### src/rtl/aes_host_bridge_if.sv
// Host-side byte streams of the AES host bridge: command/message bytes in, result bytes out.
// The master modport is the host transport; the slave modport is the bridge.
interface aes_host_bridge_if;
    logic [7:0] inData;
    logic       inValid;
    logic       inReady;
    logic [7:0] outData;
    logic       outValid;
    logic       outReady;

    modport master (
        output inData, inValid, outReady,
        input  inReady, outData, outValid
    );

    modport slave (
        input  inData, inValid, outReady,
        output inReady, outData, outValid
    );
endinterface

### src/rtl/aes_host_bridge.sv
// Byte-stream front end for the AES core: loads cmd + 16 message bytes, runs the core, returns 17 result bytes.
// Optional RUN watchdog with a 0xEE error byte when AES_HOST_TIMEOUT_EN is defined.
module aes_host_bridge #(
    parameter int TIMEOUT = 4096
) (
    input  logic             clock,
    input  logic             reset,
    aes_host_bridge_if.slave host,
    output logic             busy,
    output logic             coreReset,
    output logic             coreEncOrDec,
    output logic [0:2]       coreKeySize,
    output logic [0:127]     coreMessageIn,
    input  logic             coreDone,
    input  logic [0:135]     coreMessageOut
);

    if (TIMEOUT < 2) begin : g_timeout_range
        $error("aes_host_bridge: TIMEOUT must be at least 2");
    end

    typedef enum logic [2:0] {
        IDLE,
        LOAD,
        RUN,
        SEND
`ifdef AES_HOST_TIMEOUT_EN
        , ERR
`endif
    } state_t;

    state_t       state;
    logic [4:0]   cnt;
    logic         run_first;
    logic [0:127] rest;
    logic         in_fire;
    logic         out_fire;

`ifdef AES_HOST_TIMEOUT_EN
    localparam int            TW    = $clog2(TIMEOUT);
    localparam logic [TW-1:0] TLAST = TW'(TIMEOUT - 1);
    logic [TW-1:0] tmo;
`endif

    assign in_fire  = host.inValid && host.inReady;
    assign out_fire = host.outValid && host.outReady;

    always_ff @(posedge clock or negedge reset) begin
        if (!reset) begin
            state         <= IDLE;
            cnt           <= '0;
            run_first     <= 1'b0;
            rest          <= '0;
            host.inReady  <= 1'b1;
            host.outValid <= 1'b0;
            host.outData  <= '0;
            busy          <= 1'b0;
            coreReset     <= 1'b1;
            coreEncOrDec  <= 1'b0;
            coreKeySize   <= '0;
            coreMessageIn <= '0;
`ifdef AES_HOST_TIMEOUT_EN
            tmo           <= '0;
`endif
        end else begin
            case (state)
                IDLE: begin
                    if (in_fire) begin
                        coreEncOrDec <= host.inData[3];
                        coreKeySize  <= host.inData[2:0];
                        cnt          <= '0;
                        busy         <= 1'b1;
                        state        <= LOAD;
                    end
                end
                LOAD: begin
                    if (in_fire) begin
                        // byte k lands in [8k:8k+7], so byte 0 is the most significant
                        coreMessageIn[{cnt[3:0], 3'b000} +: 8] <= host.inData;
                        if (cnt == 5'd15) begin
                            host.inReady <= 1'b0;
                            coreReset    <= 1'b0;
                            run_first    <= 1'b1;
`ifdef AES_HOST_TIMEOUT_EN
                            tmo          <= '0;
`endif
                            state        <= RUN;
                        end else begin
                            cnt <= cnt + 5'd1;
                        end
                    end
                end
                RUN: begin
                    run_first <= 1'b0;
                    // the core's done is still settling out of reset in the first RUN cycle
                    if (!run_first && coreDone) begin
                        rest          <= coreMessageOut[8:135];
                        host.outData  <= coreMessageOut[0:7];
                        host.outValid <= 1'b1;
                        coreReset     <= 1'b1;
                        cnt           <= '0;
                        state         <= SEND;
                    end
`ifdef AES_HOST_TIMEOUT_EN
                    else if (tmo == TLAST) begin
                        host.outData  <= 8'hEE;
                        host.outValid <= 1'b1;
                        coreReset     <= 1'b1;
                        state         <= ERR;
                    end else begin
                        tmo <= tmo + TW'(1);
                    end
`endif
                end
                SEND: begin
                    if (out_fire) begin
                        if (cnt == 5'd16) begin
                            host.outValid <= 1'b0;
                            host.inReady  <= 1'b1;
                            busy          <= 1'b0;
                            state         <= IDLE;
                        end else begin
                            cnt          <= cnt + 5'd1;
                            host.outData <= rest[0:7];
                            rest         <= rest << 8;
                        end
                    end
                end
`ifdef AES_HOST_TIMEOUT_EN
                ERR: begin
                    if (out_fire) begin
                        host.outValid <= 1'b0;
                        host.inReady  <= 1'b1;
                        busy          <= 1'b0;
                        state         <= IDLE;
                    end
                end
`endif
                default: state <= IDLE;
            endcase
        end
    end

endmodule

### src/flat_wrapper.sv
// flat-port wrapper written by rule: the top's interface ports become plain ports
module aes_host_bridge_flat 
#(
    parameter int TIMEOUT = 4096
)
  (clock, reset, busy, coreReset, coreEncOrDec, coreKeySize, coreMessageIn, coreDone, coreMessageOut, host_inData, host_inValid, host_outReady, host_inReady, host_outData, host_outValid);
  aes_host_bridge_if host_i ();
  input  logic clock;
  input  logic reset;
  output logic busy;
  output logic coreReset;
  output logic coreEncOrDec;
  output logic [0:2] coreKeySize;
  output logic [0:127] coreMessageIn;
  input  logic coreDone;
  input  logic [0:135] coreMessageOut;
  input wire logic [$bits(host_i.inData)-1:0] host_inData;
  input wire logic [$bits(host_i.inValid)-1:0] host_inValid;
  input wire logic [$bits(host_i.outReady)-1:0] host_outReady;
  output wire logic [$bits(host_i.inReady)-1:0] host_inReady;
  output wire logic [$bits(host_i.outData)-1:0] host_outData;
  output wire logic [$bits(host_i.outValid)-1:0] host_outValid;
  assign host_i.inData = host_inData;
  assign host_i.inValid = host_inValid;
  assign host_i.outReady = host_outReady;
  assign host_inReady = host_i.inReady;
  assign host_outData = host_i.outData;
  assign host_outValid = host_i.outValid;
  aes_host_bridge #(.TIMEOUT(TIMEOUT)) u_core (.clock(clock), .reset(reset), .host(host_i), .busy(busy), .coreReset(coreReset), .coreEncOrDec(coreEncOrDec), .coreKeySize(coreKeySize), .coreMessageIn(coreMessageIn), .coreDone(coreDone), .coreMessageOut(coreMessageOut));
endmodule
### config.mk
export PLATFORM = sky130hd
export DESIGN_NAME = aes_host_bridge_flat
export DESIGN_NICKNAME = d
export VERILOG_FILES = /design/src/rtl/aes_host_bridge_if.sv /design/src/rtl/aes_host_bridge.sv /design/src/flat_wrapper.sv
export SDC_FILE = /design/constraint.sdc
export NUM_CORES = 1
export LEC_CHECK = 0
export BUFFER_PORTS_ARGS = -buffer_cell sky130_fd_sc_hd__buf_4
export CORE_ASPECT_RATIO = 2
export CORE_MARGIN = 1.5
export CORE_UTILIZATION = 50
export CTS_CLUSTER_DIAMETER = 80
export CTS_CLUSTER_SIZE = 30
export DETAILED_ROUTE_END_ITERATION = 8
export PLACE_DENSITY = 0.72
export SYNTH_ARGS = -nofsm -noshare
export SYNTH_HDL_FRONTEND = slang
export SYNTH_SLANG_ARGS = --single-unit
### constraint.sdc
create_clock -name clock -period 3.4 [get_ports clock]
set_input_delay 0.17 -clock clock [delete_from_list [all_inputs] [get_ports clock]]
set_output_delay 0.17 -clock clock [all_outputs]
set_load 0.005 [all_outputs]
==> flow_metrics.env, run 1 <==
export IMPL_status="finished, final reports clean"
export IMPL_cts_tree="done"
export IMPL_drt_total_wl_mm=30.4
export IMPL_fp_dieW_um=116
export IMPL_clk_pin_slew_ns=0.11
export IMPL_htreeDepth=1
export IMPL_yosysUniqueCellTypes=35
export IMPL_num_rows=82
export IMPL_multi_input_area_sq_um=5530
export IMPL_io_buffers=292
export IMPL_seqCellArea_sq_um=7010
export IMPL_syn_nets=1016
export IMPL_async_reset_ff_share_pct=100
export IMPL_drcViolationCount=0
export IMPL_power_density_nw_per_um2=342
export IMPL_dp_hpwl_mm=22.7
export IMPL_crit_chain="inv_1 > ha_1 > nor4bb_4 > a221oi_2 > o21ai_4 > buf_4 > mux2_2"
export IMPL_pin_count=293
export IMPL_vias=7897
export IMPL_crit_buf_inv=2
export IMPL_synth_area_per_cell_sq_um=14.9
export IMPL_start_util_pct=50.9
export IMPL_grt_max_degree=122
export IMPL_cp_start_kind="flip-flop"
export IMPL_synth_ff_type="dfrtp_1"
export IMPL_synth_edf_count=0
export IMPL_layout_min_cycle_time_ns=2.66
export IMPL_cp_required_ns=3.78
export IMPL_critPathCaptureType="flip-flop"
export IMPL_synth_top_area_share_pct=54.6
export IMPL_setup_violations=0
export IMPL_worstMarginPinSlew_ns=0.952
export IMPL_final_area_sq_um=15800
export IMPL_area_growth_pct=24.0
export IMPL_cp_top_family="buffers and inverters"
export IMPL_nNetsFinal=1308
export IMPL_grt_pass1_wl_mm=46.5
export IMPL_yosysMostFrequentCell="mux2_2"
export IMPL_cap_violations=0
export IMPL_ir_drop_v=0.000658
export IMPL_cts_root_buf="clkbuf_16"
export IMPL_grtUsageTotal_pct=22.8
export IMPL_drt_iter0_drc=305
export IMPL_die_area_sq_um=26500
export IMPL_synth_top_cells_by_area="dfrtp_1 (55%), mux2_2 (30%), mux2_4 (4.7%)"
export IMPL_die_y_um=229
export IMPL_grt_overflow=0
export IMPL_worst_path_max_fanout=22
export IMPL_place_congestion=0.829
export IMPL_synth_commonest_cells="mux2_2 (340), dfrtp_1 (278), mux2_4 (40)"
export IMPL_synthCells=856
export IMPL_yosysSeqAreaShare_pct=55.0
export IMPL_synth_warnings=0
export IMPL_drv_slew=0
export IMPL_critPathSlowestCell="dfrtp_1"
export IMPL_hold_viol=0
export IMPL_clockBufferDepth=3
export IMPL_antenna_left=0
export IMPL_fin_skew_ns=0.0343
export IMPL_grt_pass1_vias=8513
export IMPL_path_class="reg2reg"
export IMPL_critical_path_max_stage_delay_ns=0.50
export IMPL_finalCritPeriodShare_pct=78.2
export IMPL_finalSetupTns_ns=0
export IMPL_wl_per_cell_um=20.4
export IMPL_cts_made_buffers=13
export IMPL_drive_above_1_share_pct=61.3
export IMPL_crit_arrival_ns=3.04
export IMPL_leakage_nw=8.31
export IMPL_fp_coreArea_sq_um=25000
export IMPL_syn_area_sq_um=12700
export IMPL_ys_seq_elements=280
export IMPL_min_path_type="in2reg"
export IMPL_clock_latency_ns=0.49
export IMPL_drt_pre_antenna_iters=4
export IMPL_grt_setup_unrepaired="no"
export IMPL_antenna_found_initial=3
export IMPL_drt_vias_per_instance=5.30
export IMPL_max_freq_mhz=376
export IMPL_yosysTopAreaCell="dfrtp_1"
export IMPL_n_fill_cell=2058
export IMPL_slew_headroom_pct=36.3
export IMPL_placed_cell_area_sq_um=15300
export IMPL_cts_sinks=280
[cells by family (layout without fill, tap and decap cells)]
logic type | Yosys count | in the layout | share of synthesized area (%)
compound gates | 19 | 19 | 1.03
fa+ha+maj | 11 | 11 | 1.08
buf+inv | 46 | 341 | 1.77
flops | 280 | 280 | 55.0
mux | 404 | 404 | 36.8
other cells | 0 | 3 | 0
simple gates | 96 | 96 | 4.29
[where the power goes]
part / switching (mW) / internal [mW] / total, mW
registers: 0 / 3.33 / 3.33
clock network: 1.03 / 0.731 / 1.76
logic: 0.129 / 0.181 / 0.311
total: 1.16 / 4.24 / 5.40
[worst min-delay path, stage by stage]
cell and delay (ns):
buf_4 0.08, mux2_2 0.12, mux2_1 0.11
[per-layer routing]
metal	part of all wire, %	global-route usage, %	vias up	routed length [um]
li1	-	-	3624	-
met1	34	23.3	4027	10400
met2	59	45.1	210	17900
met3	4.6	3.85	36	1400
met4	2.6	6.82	0	794
met5	0	0	-	0
[final timing paths]
kind	from	cells past startpoint	slack, ns	end
worst max-delay path	u_core.cnt[1]$_DFFE_PN0P_	7	0.74	u_core.rest[120]$_DFFE_PN0P_
worst min-delay path	coreMessageOut[76]	3	0.02	u_core.rest[68]$_DFFE_PN0P_
worst max register to register	u_core.cnt[1]$_DFFE_PN0P_	7	0.74	u_core.rest[120]$_DFFE_PN0P_
worst min register to register	u_core.rest[73]$_DFFE_PN0P_	1	0.50	u_core.rest[73]$_DFFE_PN0P_
max in group asynchronous	reset	3	1.99	u_core.host.inReady$_DFFE_PN1P_
min in group asynchronous	reset	2	0.32	u_core.rest[73]$_DFFE_PN0P_
[through the flow]
stage                     util (%)  power [mW]  std cells  hold slack (ns)  setup slack [ns]
final                         63.1        5.40       1490           0.0174             0.742
after global routing          63.1        5.60       1490          0.00949             0.587
after CTS                     63.1        5.49       1486          0.00139             0.723
after detailed placement      61.3        3.70       1459            0.340             0.749
after global placement        61.3        3.70       1459            0.340             0.825
after floorplan                  -        3.47        856           -0.126             0.931
[what timing repair did]
item                      4_1_cts  5_1_grt
hold endpoints to repair      125        1
buffers inserted                0        0
resized for setup               0        0
hold buffers                    9        1
[sequential cells by signal, indices dropped and copies added (netlist names)]
register              count
u_core.coreEncOrDec       1
u_core.host.outData       8
u_core.rest             128
u_core.host.outValid      1
u_core.coreReset          1
u_core.coreKeySize        3
u_core.cnt                5
u_core.run_first          1
u_core.host.inReady       1
u_core.busy               1
u_core.state              2
u_core.coreMessageIn    128
[cell type report]
cell class,count,share of cell area [%]
sequential,280,44.3
antenna,3,0.0475
inverter,8,0.190
multi-input combinational,530,35.0
tap,336,2.66
clock buffer,17,2.15
clock inverter,1,0.127
timing repair buffer,315,15.5
[cells in the final DEF, fill, tap and decap left out, types with 6 or more instances in the layout]
cell type,count
dfrtp_1,278
buf_4,300
and2_1,24
mux2_4,40
mux2_1,20
nand2_1,16
clkbuf_16,13
inv_1,8
and3_1,17
nor2b_1,8
mux2_2,340
o21ai_0,6
ha_1,10
nand3_1,8
nor2_1,13
dlygate4sd3_1,10
Note: power is estimated with default switching activity, not from simulation.
==> inputs of run 2 (changes only) <==
Clock period 3.4 ns to 2.6 ns, I/O delays scaled along.
==> run 2 against run 1 <==
Effect of this change: total power up 35%; final cell count up 8.8%; clock skew down 0.0018 ns; critical path type unchanged.
==> flow_metrics.env, run 2 (synthesized netlist as in run 1, its figures left out) <==
export IMPL_wl_per_cell_um=19.9
export IMPL_crit_arrival_ns=2.73
export IMPL_n_fill_cell=1839
export IMPL_fin_skew_ns=0.0325
export IMPL_placed_cell_area_sq_um=15500
export IMPL_path_class="reg2reg"
export IMPL_slew_headroom_pct=50.5
export IMPL_cap_violations=0
export IMPL_antenna_found_initial=1
export IMPL_status="finished, final reports clean"
export IMPL_cp_start_kind="flip-flop"
export IMPL_drt_iter0_drc=329
export IMPL_fp_coreArea_sq_um=25000
export IMPL_multi_input_area_sq_um=5530
export IMPL_drcViolationCount=0
export IMPL_leakage_nw=8.89
export IMPL_area_growth_pct=34.6
export IMPL_drt_pre_antenna_iters=4
export IMPL_hold_viol=0
export IMPL_vias=8430
export IMPL_cts_made_buffers=13
export IMPL_drv_slew=0
export IMPL_cts_setup_buffers=0
export IMPL_cts_tree="done"
export IMPL_critPathCaptureType="flip-flop"
export IMPL_grt_overflow=0
export IMPL_drive_above_1_share_pct=55.9
export IMPL_power_density_nw_per_um2=424
export IMPL_pin_count=293
export IMPL_cts_root_buf="clkbuf_16"
export IMPL_worst_path_max_fanout=50
export IMPL_worstMarginPinSlew_ns=0.742
export IMPL_seqCellArea_sq_um=7010
export IMPL_grt_pass1_wl_mm=50.0
export IMPL_cp_required_ns=2.98
export IMPL_start_util_pct=50.9
export IMPL_top_regs="u_core.coreMessageIn: 128 flops, u_core.rest: 128 flops, u_core.host.outData: 8 flops"
export IMPL_drt_total_wl_mm=32.2
export IMPL_grt_max_degree=137
export IMPL_grt_setup_unrepaired="no"
export IMPL_final_area_sq_um=17200
export IMPL_clk_pin_slew_ns=0.12
export IMPL_min_path_type="in2reg"
export IMPL_cts_sinks=280
export IMPL_htreeDepth=1
export IMPL_layout_min_cycle_time_ns=2.35
export IMPL_clockBufferDepth=3
export IMPL_setup_violations=0
export IMPL_clock_latency_ns=0.50
export IMPL_max_freq_mhz=426
export IMPL_grt_pass1_vias=9384
export IMPL_cts_resized_gates=0
export IMPL_antenna_left=0
export IMPL_finalSetupTns_ns=0
export IMPL_layout_common_cells="mux2_2 (340), buf_4 (308), dfrtp_1 (278)"
export IMPL_hold_buffers=131
export IMPL_drt_vias_per_instance=5.20
export IMPL_place_congestion=0.833
export IMPL_die_area_sq_um=26500
export IMPL_finalCritPeriodShare_pct=90.3
export IMPL_grtUsageTotal_pct=24.5
export IMPL_whs_ns=0.0150
export IMPL_dp_hpwl_mm=22.7
export IMPL_power_mw=7.27
export IMPL_ir_drop_v=0.000567
export IMPL_io_buffers=292
export IMPL_die_y_um=229
export IMPL_num_rows=82
export IMPL_final_common_cell="mux2_2"
export IMPL_fp_dieW_um=116
export IMPL_nNetsFinal=1441
run 2: changes by cell type in the layout (fill, tap and decap cells not counted), sizes merged:
| cell | delta |
|---|---|
| dlygate4sd3 | +121 |
| buf | +12 |
| diode | -2 |
run 2: through the flow:
stage,cells,setup WS (ns),util (%)
floorplan,856,0.131,-
CTS,1620,0.239,68.5
finish,1621,0.252,68.5
global placement,1471,0.315,61.8
detailed placement,1471,0.264,61.8
global route,1621,0.0839,68.5
run 2: routing by layer:
metal / up-vias / wire [um] / global-route usage, %
li1: 3889 / - / -
met4: 0 / 1200 / 8.99
met1: 4261 / 11000 / 25.1
met3: 55 / 1150 / 2.73
met2: 225 / 18800 / 48.8
met5: - / 0 / 0
run 2: critical path, cell delays in order, from the launching register on:
cell and delay [ns]:
dfrtp_1 0.40, inv_1 0.08, ha_1 0.23, nor4bb_4 0.39, a221oi_2 0.15, o21ai_4 0.25, buf_12 0.33, mux2_2 0.38
run 2: final timing paths:
check | startpoint | to | slack [ns] | cells after the start
hold / removal | coreMessageOut[127] | u_core.rest[119]$_DFFE_PN0P_ | 0.02 | 3
hold reg to reg | u_core.rest[71]$_DFFE_PN0P_ | u_core.rest[71]$_DFFE_PN0P_ | 0.51 | 1
setup reg to reg | u_core.cnt[1]$_DFFE_PN0P_ | u_core.rest[19]$_DFFE_PN0P_ | 0.25 | 7
setup / recovery | u_core.cnt[1]$_DFFE_PN0P_ | u_core.rest[19]$_DFFE_PN0P_ | 0.25 | 7
max in group asynchronous | reset | u_core.rest[46]$_DFFE_PN0P_ | 1.49 | 3
min in group asynchronous | reset | u_core.rest[78]$_DFFE_PN0P_ | 0.17 | 2
run 2: final cells by class:
type                       count  share of cell area (%)
antenna                        1                  0.0146
clock buffer                  17                    1.98
clock inverter                 1                   0.117
inverter                       8                   0.175
multi-input combinational    530                    32.3
sequential                   280                    40.9
tap                          336                    2.45
timing repair buffer         448                    22.1
run 2: power by group:
part / internal [mW] / leakage (nW) / switching, mW / total, mW
clock: 0.957 / 0.175 / 1.38 / 2.34
combinational: 0.360 / 4.83 / 0.216 / 0.577
sequential: 4.35 / 3.89 / 0 / 4.35
